**config.mk**
```make
export PLATFORM = sky130hd
export DESIGN_NAME = max7219_chain_ctrl
export DESIGN_NICKNAME = d
export VERILOG_FILES = /design/src/rtl/max7219_chain_ctrl.sv
export SDC_FILE = /design/constraint.sdc
export NUM_CORES = 1
export LEC_CHECK = 0
export ABC_AREA = 1
export ABC_CLOCK_PERIOD_IN_PS = 3120
export CORE_UTILIZATION = 51
export CTS_CLUSTER_SIZE = 24
export DETAILED_ROUTE_END_ITERATION = 12
export PLACE_DENSITY = 0.69
export SYNTH_ARGS = -nofsm -noshare
export SYNTH_HDL_FRONTEND = slang
export SYNTH_SLANG_ARGS = --single-unit
```
**constraint.sdc**
```tcl
create_clock -name CLK -period 3.12 [get_ports CLK]
set_input_delay 0.312 -clock CLK [delete_from_list [all_inputs] [get_ports CLK]]
set_output_delay 0.312 -clock CLK [all_outputs]
set_load 0.1 [all_outputs]
```
**src/rtl/max7219_chain_ctrl.sv**
```systemverilog
// max7219_chain_ctrl: frame-buffered driver for a daisy chain of MAX7219 LED drivers,
// with built-in SPI serializer, power-up init sequence, refresh and intensity commands.
`default_nettype none

module max7219_chain_ctrl #(
    parameter int          NUM_DEV    = 1,
    parameter int          CLK_DIV    = 4,
    parameter logic [7:0]  DECODE     = 8'h00,
    parameter logic [2:0]  SCAN_LIMIT = 3'd7,
    localparam int         DW         = (NUM_DEV > 1) ? $clog2(NUM_DEV) : 1
) (
    input  logic          CLK,
    input  logic          rst,
    input  logic          wr_en,
    input  logic [DW-1:0] wr_dev,
    input  logic [2:0]    wr_digit,
    input  logic [7:0]    wr_data,
    input  logic          update,
    input  logic [3:0]    intensity,
    input  logic          set_int,
    output logic          busy,
    output logic          init_done,
    output logic          sck,
    output logic          dout,
    output logic          cs
);

    localparam int NB = 16 * NUM_DEV;
    localparam int BW = $clog2(NB);
    localparam int CW = $clog2(2 * CLK_DIV);
    localparam logic [BW-1:0] LAST_BIT = BW'(NB - 1);
    localparam logic [CW-1:0] CD_END   = CW'(CLK_DIV - 1);
    localparam logic [CW-1:0] GAP_END  = CW'(2 * CLK_DIV - 1);
    localparam logic [DW:0]   DEV_CNT  = (DW + 1)'(NUM_DEV);

    typedef enum logic [1:0] {T_INIT, T_IDLE, T_REFRESH, T_INTENS} top_t;
    typedef enum logic [2:0] {S_LOAD, S_LOW, S_HIGH, S_TAIL, S_GAP} ser_t;

    top_t                           top_q, top_d;
    ser_t                           ser_q, ser_d;
    logic [3:0]                     step_q, step_d;
    logic [CW-1:0]                  cnt_q, cnt_d;
    logic [BW-1:0]                  bit_q, bit_d;
    logic [NB-1:0]                  shift_q, shift_d;
    logic [NUM_DEV-1:0][7:0][7:0]   fb_q, fb_d;
    logic                           upd_pend_q, upd_pend_d;
    logic                           int_pend_q, int_pend_d;
    logic                           init_done_q, init_done_d;
    logic                           busy_q, busy_d;
    logic                           cs_q, cs_d;
    logic                           sck_q, sck_d;
    logic                           dout_q, dout_d;

    logic [NB-1:0] frame;
    logic [7:0]    cfg_addr, cfg_data;
    logic [2:0]    dig;
    logic          use_fb;
    logic          frame_done;

    // Frame contents: every device gets the same register address; device 0 sits in the LSBs
    // so it is shifted last and ends up in the device nearest dout.
    always_comb begin
        cfg_addr = 8'h00;
        cfg_data = 8'h00;
        dig      = step_q[2:0];
        use_fb   = 1'b0;
        frame    = '0;
        case (top_q)
            T_INIT: begin
                case (step_q)
                    4'd0:    begin cfg_addr = 8'h0C; cfg_data = 8'h00;                end
                    4'd1:    begin cfg_addr = 8'h0F; cfg_data = 8'h00;                end
                    4'd2:    begin cfg_addr = 8'h09; cfg_data = DECODE;               end
                    4'd3:    begin cfg_addr = 8'h0B; cfg_data = {5'b0, SCAN_LIMIT};   end
                    4'd4:    begin cfg_addr = 8'h0A; cfg_data = {4'h0, intensity};    end
                    4'd5:    begin cfg_addr = 8'h0C; cfg_data = 8'h01;                end
                    default: begin use_fb = 1'b1; dig = 3'(step_q - 4'd6);           end
                endcase
            end
            T_REFRESH: use_fb = 1'b1;
            T_INTENS:  begin cfg_addr = 8'h0A; cfg_data = {4'h0, intensity}; end
            default:   ;
        endcase
        for (int d = 0; d < NUM_DEV; d++) begin
            frame[16*d +: 16] = use_fb ? {{5'b0, dig} + 8'd1, fb_q[d][dig]} : {cfg_addr, cfg_data};
        end
    end

    always_comb begin
        top_d       = top_q;
        ser_d       = ser_q;
        step_d      = step_q;
        cnt_d       = cnt_q;
        bit_d       = bit_q;
        shift_d     = shift_q;
        fb_d        = fb_q;
        upd_pend_d  = upd_pend_q | update;
        int_pend_d  = int_pend_q | set_int;
        init_done_d = init_done_q;
        cs_d        = cs_q;
        sck_d       = sck_q;
        dout_d      = dout_q;
        frame_done  = 1'b0;

        if (wr_en && ({1'b0, wr_dev} < DEV_CNT)) begin
            fb_d[wr_dev][wr_digit] = wr_data;
        end

        if (top_q == T_IDLE) begin
            ser_d  = S_LOAD;
            step_d = 4'd0;
            if (update || upd_pend_q) begin
                top_d      = T_REFRESH;
                upd_pend_d = 1'b0;
            end else if (set_int || int_pend_q) begin
                top_d      = T_INTENS;
                int_pend_d = 1'b0;
            end
        end else begin
            case (ser_q)
                S_LOAD: begin
                    shift_d = {frame[NB-2:0], 1'b0};
                    dout_d  = frame[NB-1];
                    cs_d    = 1'b0;
                    sck_d   = 1'b0;
                    cnt_d   = '0;
                    bit_d   = '0;
                    ser_d   = S_LOW;
                end
                S_LOW: begin
                    if (cnt_q == CD_END) begin
                        cnt_d = '0;
                        sck_d = 1'b1;
                        ser_d = S_HIGH;
                    end else begin
                        cnt_d = cnt_q + 1'b1;
                    end
                end
                S_HIGH: begin
                    if (cnt_q == CD_END) begin
                        cnt_d = '0;
                        sck_d = 1'b0;
                        if (bit_q == LAST_BIT) begin
                            dout_d = 1'b0;
                            ser_d  = S_TAIL;
                        end else begin
                            bit_d   = bit_q + 1'b1;
                            dout_d  = shift_q[NB-1];
                            shift_d = {shift_q[NB-2:0], 1'b0};
                            ser_d   = S_LOW;
                        end
                    end else begin
                        cnt_d = cnt_q + 1'b1;
                    end
                end
                S_TAIL: begin
                    if (cnt_q == CD_END) begin
                        cnt_d = '0;
                        cs_d  = 1'b1;
                        ser_d = S_GAP;
                    end else begin
                        cnt_d = cnt_q + 1'b1;
                    end
                end
                S_GAP: begin
                    if (cnt_q == GAP_END) begin
                        cnt_d      = '0;
                        ser_d      = S_LOAD;
                        frame_done = 1'b1;
                    end else begin
                        cnt_d = cnt_q + 1'b1;
                    end
                end
                default: ser_d = S_LOAD;
            endcase

            if (frame_done) begin
                case (top_q)
                    T_INIT: begin
                        if (step_q == 4'd13) begin
                            top_d       = T_IDLE;
                            step_d      = 4'd0;
                            init_done_d = 1'b1;
                        end else begin
                            step_d = step_q + 4'd1;
                        end
                    end
                    T_REFRESH: begin
                        if (step_q == 4'd7) begin
                            top_d  = T_IDLE;
                            step_d = 4'd0;
                        end else begin
                            step_d = step_q + 4'd1;
                        end
                    end
                    default: top_d = T_IDLE;
                endcase
            end
        end

        busy_d = (top_d != T_IDLE) || upd_pend_d || int_pend_d;
    end

    always_ff @(posedge CLK) begin
        if (rst) begin
            top_q       <= T_INIT;
            ser_q       <= S_LOAD;
            step_q      <= 4'd0;
            cnt_q       <= '0;
            bit_q       <= '0;
            shift_q     <= '0;
            fb_q        <= '0;
            upd_pend_q  <= 1'b0;
            int_pend_q  <= 1'b0;
            init_done_q <= 1'b0;
            busy_q      <= 1'b1;
            cs_q        <= 1'b1;
            sck_q       <= 1'b0;
            dout_q      <= 1'b0;
        end else begin
            top_q       <= top_d;
            ser_q       <= ser_d;
            step_q      <= step_d;
            cnt_q       <= cnt_d;
            bit_q       <= bit_d;
            shift_q     <= shift_d;
            fb_q        <= fb_d;
            upd_pend_q  <= upd_pend_d;
            int_pend_q  <= int_pend_d;
            init_done_q <= init_done_d;
            busy_q      <= busy_d;
            cs_q        <= cs_d;
            sck_q       <= sck_d;
            dout_q      <= dout_d;
        end
    end

    assign busy      = busy_q;
    assign init_done = init_done_q;
    assign cs        = cs_q;
    assign sck       = sck_q;
    assign dout      = dout_q;

endmodule

`default_nettype wire

```
# Word-level counts from Yosys, hierarchy flattened

Cells that the tools add are included.

Output and inout port bits: 5
Logic and storage cells: 140
Register bits: 103

$lt $le $gt $ge: 6
Add/subtract/negate cells: 5
Reductions and logical operators: 27
Bitwise gates (word level): 3
Equality and inequality tests: 23
Muxes and demuxes: 55

Operators by type and width:

| kind                                                                   | count |
|---|---|
| 64-bit bitwise mux                                                     | 1 |
| 64-bit 2-to-1 mux                                                      | 1 |
| 16-bit 2-to-1 mux                                                      | 3 |
| 16-bit one-hot mux with 2 select lines                                 | 1 |
| 4-bit one-hot mux with 2 select lines                                  | 4 |
| 8-bit binary-select mux with 3-bit select                              | 1 |
| 8-bit demux with 3-bit select                                          | 1 |
| 3-bit 2-to-1 mux                                                       | 8 |
| 4-bit one-hot mux with 5 select lines                                  | 1 |
| 4-bit 2-to-1 mux                                                       | 4 |
| 8-bit 2-to-1 mux                                                       | 2 |
| 4-bit AND reduction                                                    | 4 |
| 3-bit one-hot mux with 5 select lines                                  | 1 |
| 2-bit 2-to-1 mux                                                       | 7 |
| 1-bit 2-to-1 mux                                                       | 13 |
| 4-bit by 3-bit equality test with 1-bit output (second input constant) | 3 |
| 4-bit one-hot mux with 3 select lines                                  | 1 |
| 2-bit != test (second input constant)                                  | 5 |
| 3-bit by 2-bit equality test with 1-bit output (second input constant) | 3 |
| 3-bit one-hot mux with 3 select lines                                  | 1 |
| 4-bit by 1-bit adder with 4-bit output (second input constant)         | 2 |
| 4-bit by 2-bit equality test with 1-bit output (second input constant) | 2 |
| 4-bit equality test (second input constant)                            | 2 |
| 3-bit by 4-bit < comparator with 1-bit output (second input constant)  | 2 |
| 29 further kinds                                                       | 46 |

# Depth between registers and ports, before layout

Word-level depth: 9
Depth in mapped cells: 17
Mapped depth without buffers: 15

# Worst setup path before layout

OpenSTA, ideal clock, no wires.

Kind: reg2reg
Start point: register step_q[0]
End point: register shift_q[11]
Buffers on the path: 2
Stages on the path, launching flop included: 18
Setup time: 0.119 ns
Path slack: 0.685 ns
Arrival time: 2.315 ns
Data required time: 3.001 ns
Cells stage by stage: dfxtp_1 > clkbuf_1 > clkinv_1 > ha_1 > nor2_1 > nand2_1 > nand2_1 > nand3_4 > nand2_2 > nand2_4 > buf_4 > ha_1 > inv_1 > nand2_1 > nand3_1 > nand2_1 > nand2_1 > a21oi_1

Word-level cells in the longest chain between the ends: 7
Elaborated cells between the ends (all ways): 18
Classes of those cells: add/sub (2); eq/ne (5); mux (8); reduce/logical (3)

Ends and longest elaborated chain:

| item                                                                   | line | source |
|---|---|---|
| from (decl)                                                            | 41   | `logic [3:0] step_q, step_d;` |
| from (signal assigned)                                                 | 223  | `step_q <= step_d;` |
| 4-bit by 3-bit equality test with 1-bit output (tied with other cells) | 70   | `case (step_q)` |
| 6-bit OR reduction (no line)                                           | -    |  |
| 3-bit 2-to-1 mux                                                       | 70   |  |
| 3-bit 2-to-1 mux                                                       | 68   | `case (top_q)` |
| 3-bit by 1-bit adder with 4-bit output                                 | 85   | `frame[16*d +: 16] = use_fb ? {{5'b0, dig} + 8'd1, fb_q[d][dig]} : {cfg_addr, cfg_data};` |
| 16-bit 2-to-1 mux (*)                                                  | 85   |  |
| 16-bit one-hot mux with 2 select lines (*)                             | 120  | `case (ser_q)` |
| to (signal assigned)                                                   | 226  | `shift_q <= shift_d;` |
| to (decl)                                                              | 44   | `logic [NB-1:0] shift_q, shift_d;` |

Every way passes the cells marked *; elsewhere a longest branch is shown, timed or not.
A chain may end at the register's enable or synchronous reset.

# Worst setup path after layout

Ends and elaborated chain as after synthesis.

==> results.yml <==
clocking:
  cts_made_buffers: 9
  cts_tree: "built"
  clk_latency_ns: 0.38
  cts_resized: 0
  clkTransAtPathRegs_ns: 0.10
  cts_buffer_depth: 2
  cts_hold_buf: 0
  htree_levels: 3
  clockRootBuffer: "clkbuf_8"
  cts_setup_buffers: 0
  clkSinkCount: 102
cells_and_area:
  multiInputGateArea_mm2: 0.00255
  drive_gt1_frac: 0.0570
  fillers: 948
  antenna_cells: 0
  seq_area_mm2: 0.00204
  nets: 786
  syn2layout_area_growth_pct: 10.1
synthesis:
  synth_nets: 780
  synthArstFlopShare: 0
  yosysMostFrequentCell: "nor2_1"
  synthTopCellsByCount: "130 x nor2_1, 111 x nand2_1, 104 x o21ai_0"
  synth_ff_type: "dfxtp_1"
  syn_area_mm2: 0.00506
  synth-edff-count: 0
  synth_seq_area_share: 0.403
  synthCells: 744
  post_synth_num_cell_types: 41
  synth.area.top_cells: "dfxtp_1 40%, o21ai_0 10%, nor2_1 9.6%"
  yosysTopAreaCell: "dfxtp_1"
  yosys_warnings: 0
  netlist.area_leader.share: 0.403
  avgSynthCellArea_um2: 6.81
  ys_ff_latch: 102
timing:
  drv_slew: 0
  timing.final.crit_share: 0.758
  setup_viol: 0
  max_freq_ghz: 0.423
  tns_ns: 0
  finalClockSkew_ns: 0.0160
  slew_headroom: 0.356
  hold_viol: 0
  grt_setup_unrepaired: "no"
  tightest_slew_ns: 0.963
  min_period_ns: 2.37
drt:
  route.vias.total: 4758
  drt-pass1-iter-count: 5
  post_drt_wl_per_cell_um: 14.3
  vias_per_cell: 5.36
  wirelength_um: 12700
  drc: 0
  first_iter_violations: 264
  ant_nets: 0
worst_setup_path:
  reg2reg_to: "shift_q[11]"
  cp_slowest_cell: "dfxtp_2"
  timing.critical_path.to: "shift_q[11]"
  crit_arrival_ns: 2.68
  cp_slowest_stage_delay_ns: 0.42
  reg2reg_slack_ns: 0.75
  cp.required_ns: 3.43
  startpoint: "step_q[0]"
  crit_top_cell: "nand2_1"
  regToRegStartpoint: "step_q[0]"
  r2r_cells: 14
  cp_cell_sequence: "clkinv_1 > ha_1 > nor2_1 > nand2_1 > nand2_1 > nand4_2 > nand2_4 > ha_1 > inv_1 > nand2_1 > nand3_1 > nand2_1 > nand2_1 > a21oi_1"
  critPathMaxFanout: 16
  critical_path_class: "register to register"
  cp-end-kind: "register"
  cp-start-kind: "register"
hold_path:
  holdCritPathClass: "register to register"
power:
  total_power_mw: 3.19
  leakage_nw: 2.25
  vdd_drop_max_mv: 0.354
  p_per_area_mw_per_mm2: 572
die:
  die_h_um: 102
  ios: 26
  die_area_mm2: 0.0103
  coreArea_mm2: 0.00968
  initial_utilization: 0.523
  rows: 36
  die_w_um: 102
placed_design:
  dp_hpwl_um: 9000
  port-buffer-count: 25
  routabilityCongestion: 0.859
grt:
  grt_antenna_before_repair: 0
  grt_start_max_net_pins: 82
  grt_pass1_wl_um: 20800
  grt_pass1_vias: 4381
  grt.overflow.total: 0
  grt.total_usage: 0.262
run:
  drv_cap: 0
run_status:
  status: "finished clean"
-- through the flow --
stage / util / hold WS (ns) / area [um2] / worst slack [ns] / cells
floorplan: - / 0.424 / 5060 / 0.685 / 744
finish: 0.576 / 0.451 / 5570 / 0.753 / 888
global route: 0.576 / 0.478 / 5570 / 0.495 / 888
global placement: 0.555 / 0.433 / 5370 / 0.812 / 872
detailed placement: 0.555 / 0.438 / 5370 / 0.783 / 872
CTS: 0.576 / 0.454 / 5570 / 0.756 / 888
-- worst max-delay path, delay by kind of cell (launching register included) --
kind | cells | cell delay [ns]
buffers and inverters | 2 | 0.29
AND/OR/NAND/NOR | 9 | 1.00
flip-flops | 1 | 0.42
AO/OA/AOI/OAI | 1 | 0.13
adder cells (fa/ha/maj) | 2 | 0.46
-- kinds of logic (layout without fill, tap and decap cells) --
group           after synthesis  after routing  synth area share
simple gates                307            307             0.254
compound gates              200            200             0.209
buf+inv                     118            129            0.0929
flops                       102            102             0.403
fa+ha+maj                    15             15            0.0371
xor+xnor                      2              2           0.00346
-- cells in the final DEF (no fill, tap or decap), types with 3 or more instances in the layout --
cell             netlist  final
nand3_1               47     47
inv_1                 75     74
nand2_2                3      3
a31oi_1                4      4
dfxtp_1              102    101
o211ai_1               3      3
inv_2                  7      7
nor2_2                 4      4
clkbuf_8               0      9
nor2_1               130    130
clkdlybuf4s50_1        0     25
buf_4                  4      3
o21ai_0              104    104
a21oi_1               74     74
clkinv_1               2      3
ha_1                  15     15
nor3_1                 4      4
nand2_1              111    111
-- worst min-delay path by stage --
| stage | from | end | slack, ns | cells after the start |
|---|---|---|---|---|
| final | fb_q[3] | fb_q[3] | 0.45 | 2 |
| after global routing | fb_q[6] | fb_q[6] | 0.48 | 2 |
| after CTS | fb_q[4] | fb_q[4] | 0.45 | 2 |
| after detailed placement | fb_q[4] | fb_q[4] | 0.44 | 2 |
| after global placement | fb_q[35] | fb_q[35] | 0.43 | 2 |
| after floorplan | fb_q[16] | fb_q[16] | 0.42 | 2 |
-- cell type report --
class	count	share of cell area
clock buffer	10	0.0229
clock inverter	6	0.0137
inverter	84	0.0566
multi-input combinational	524	0.458
sequential	102	0.367
tap	133	0.0299
timing repair buffer	29	0.0525
-- state kept, by name, summed over array words and instances (netlist names) --
name and count:
bit_q 4, fb_q 64, step_q 4, cnt_q 3, dout 1, top_q 2, int_pend_q 1, busy 1
ser_q 3, sck 1, upd_pend_q 1, init_done 1, shift_q 15, cs 1
-- layer usage --
metal  track usage  part of all wire  vias up
met5             0                 0        -
met4        0.0959             0.019        0
met3        0.0483             0.039       21
met2         0.459              0.49      103
met1         0.318              0.45     2194
li1              -                 -     2440
-- report_power, final --
part | internal, mW | switching (mW) | leakage [nW] | total [mW]
registers | 1.42 | 0.0708 | 0.830 | 1.49
logic | 0.271 | 0.553 | 1.32 | 0.824
clock network | 0.386 | 0.486 | 0.103 | 0.872
Power figures use the tool's default switching activity.
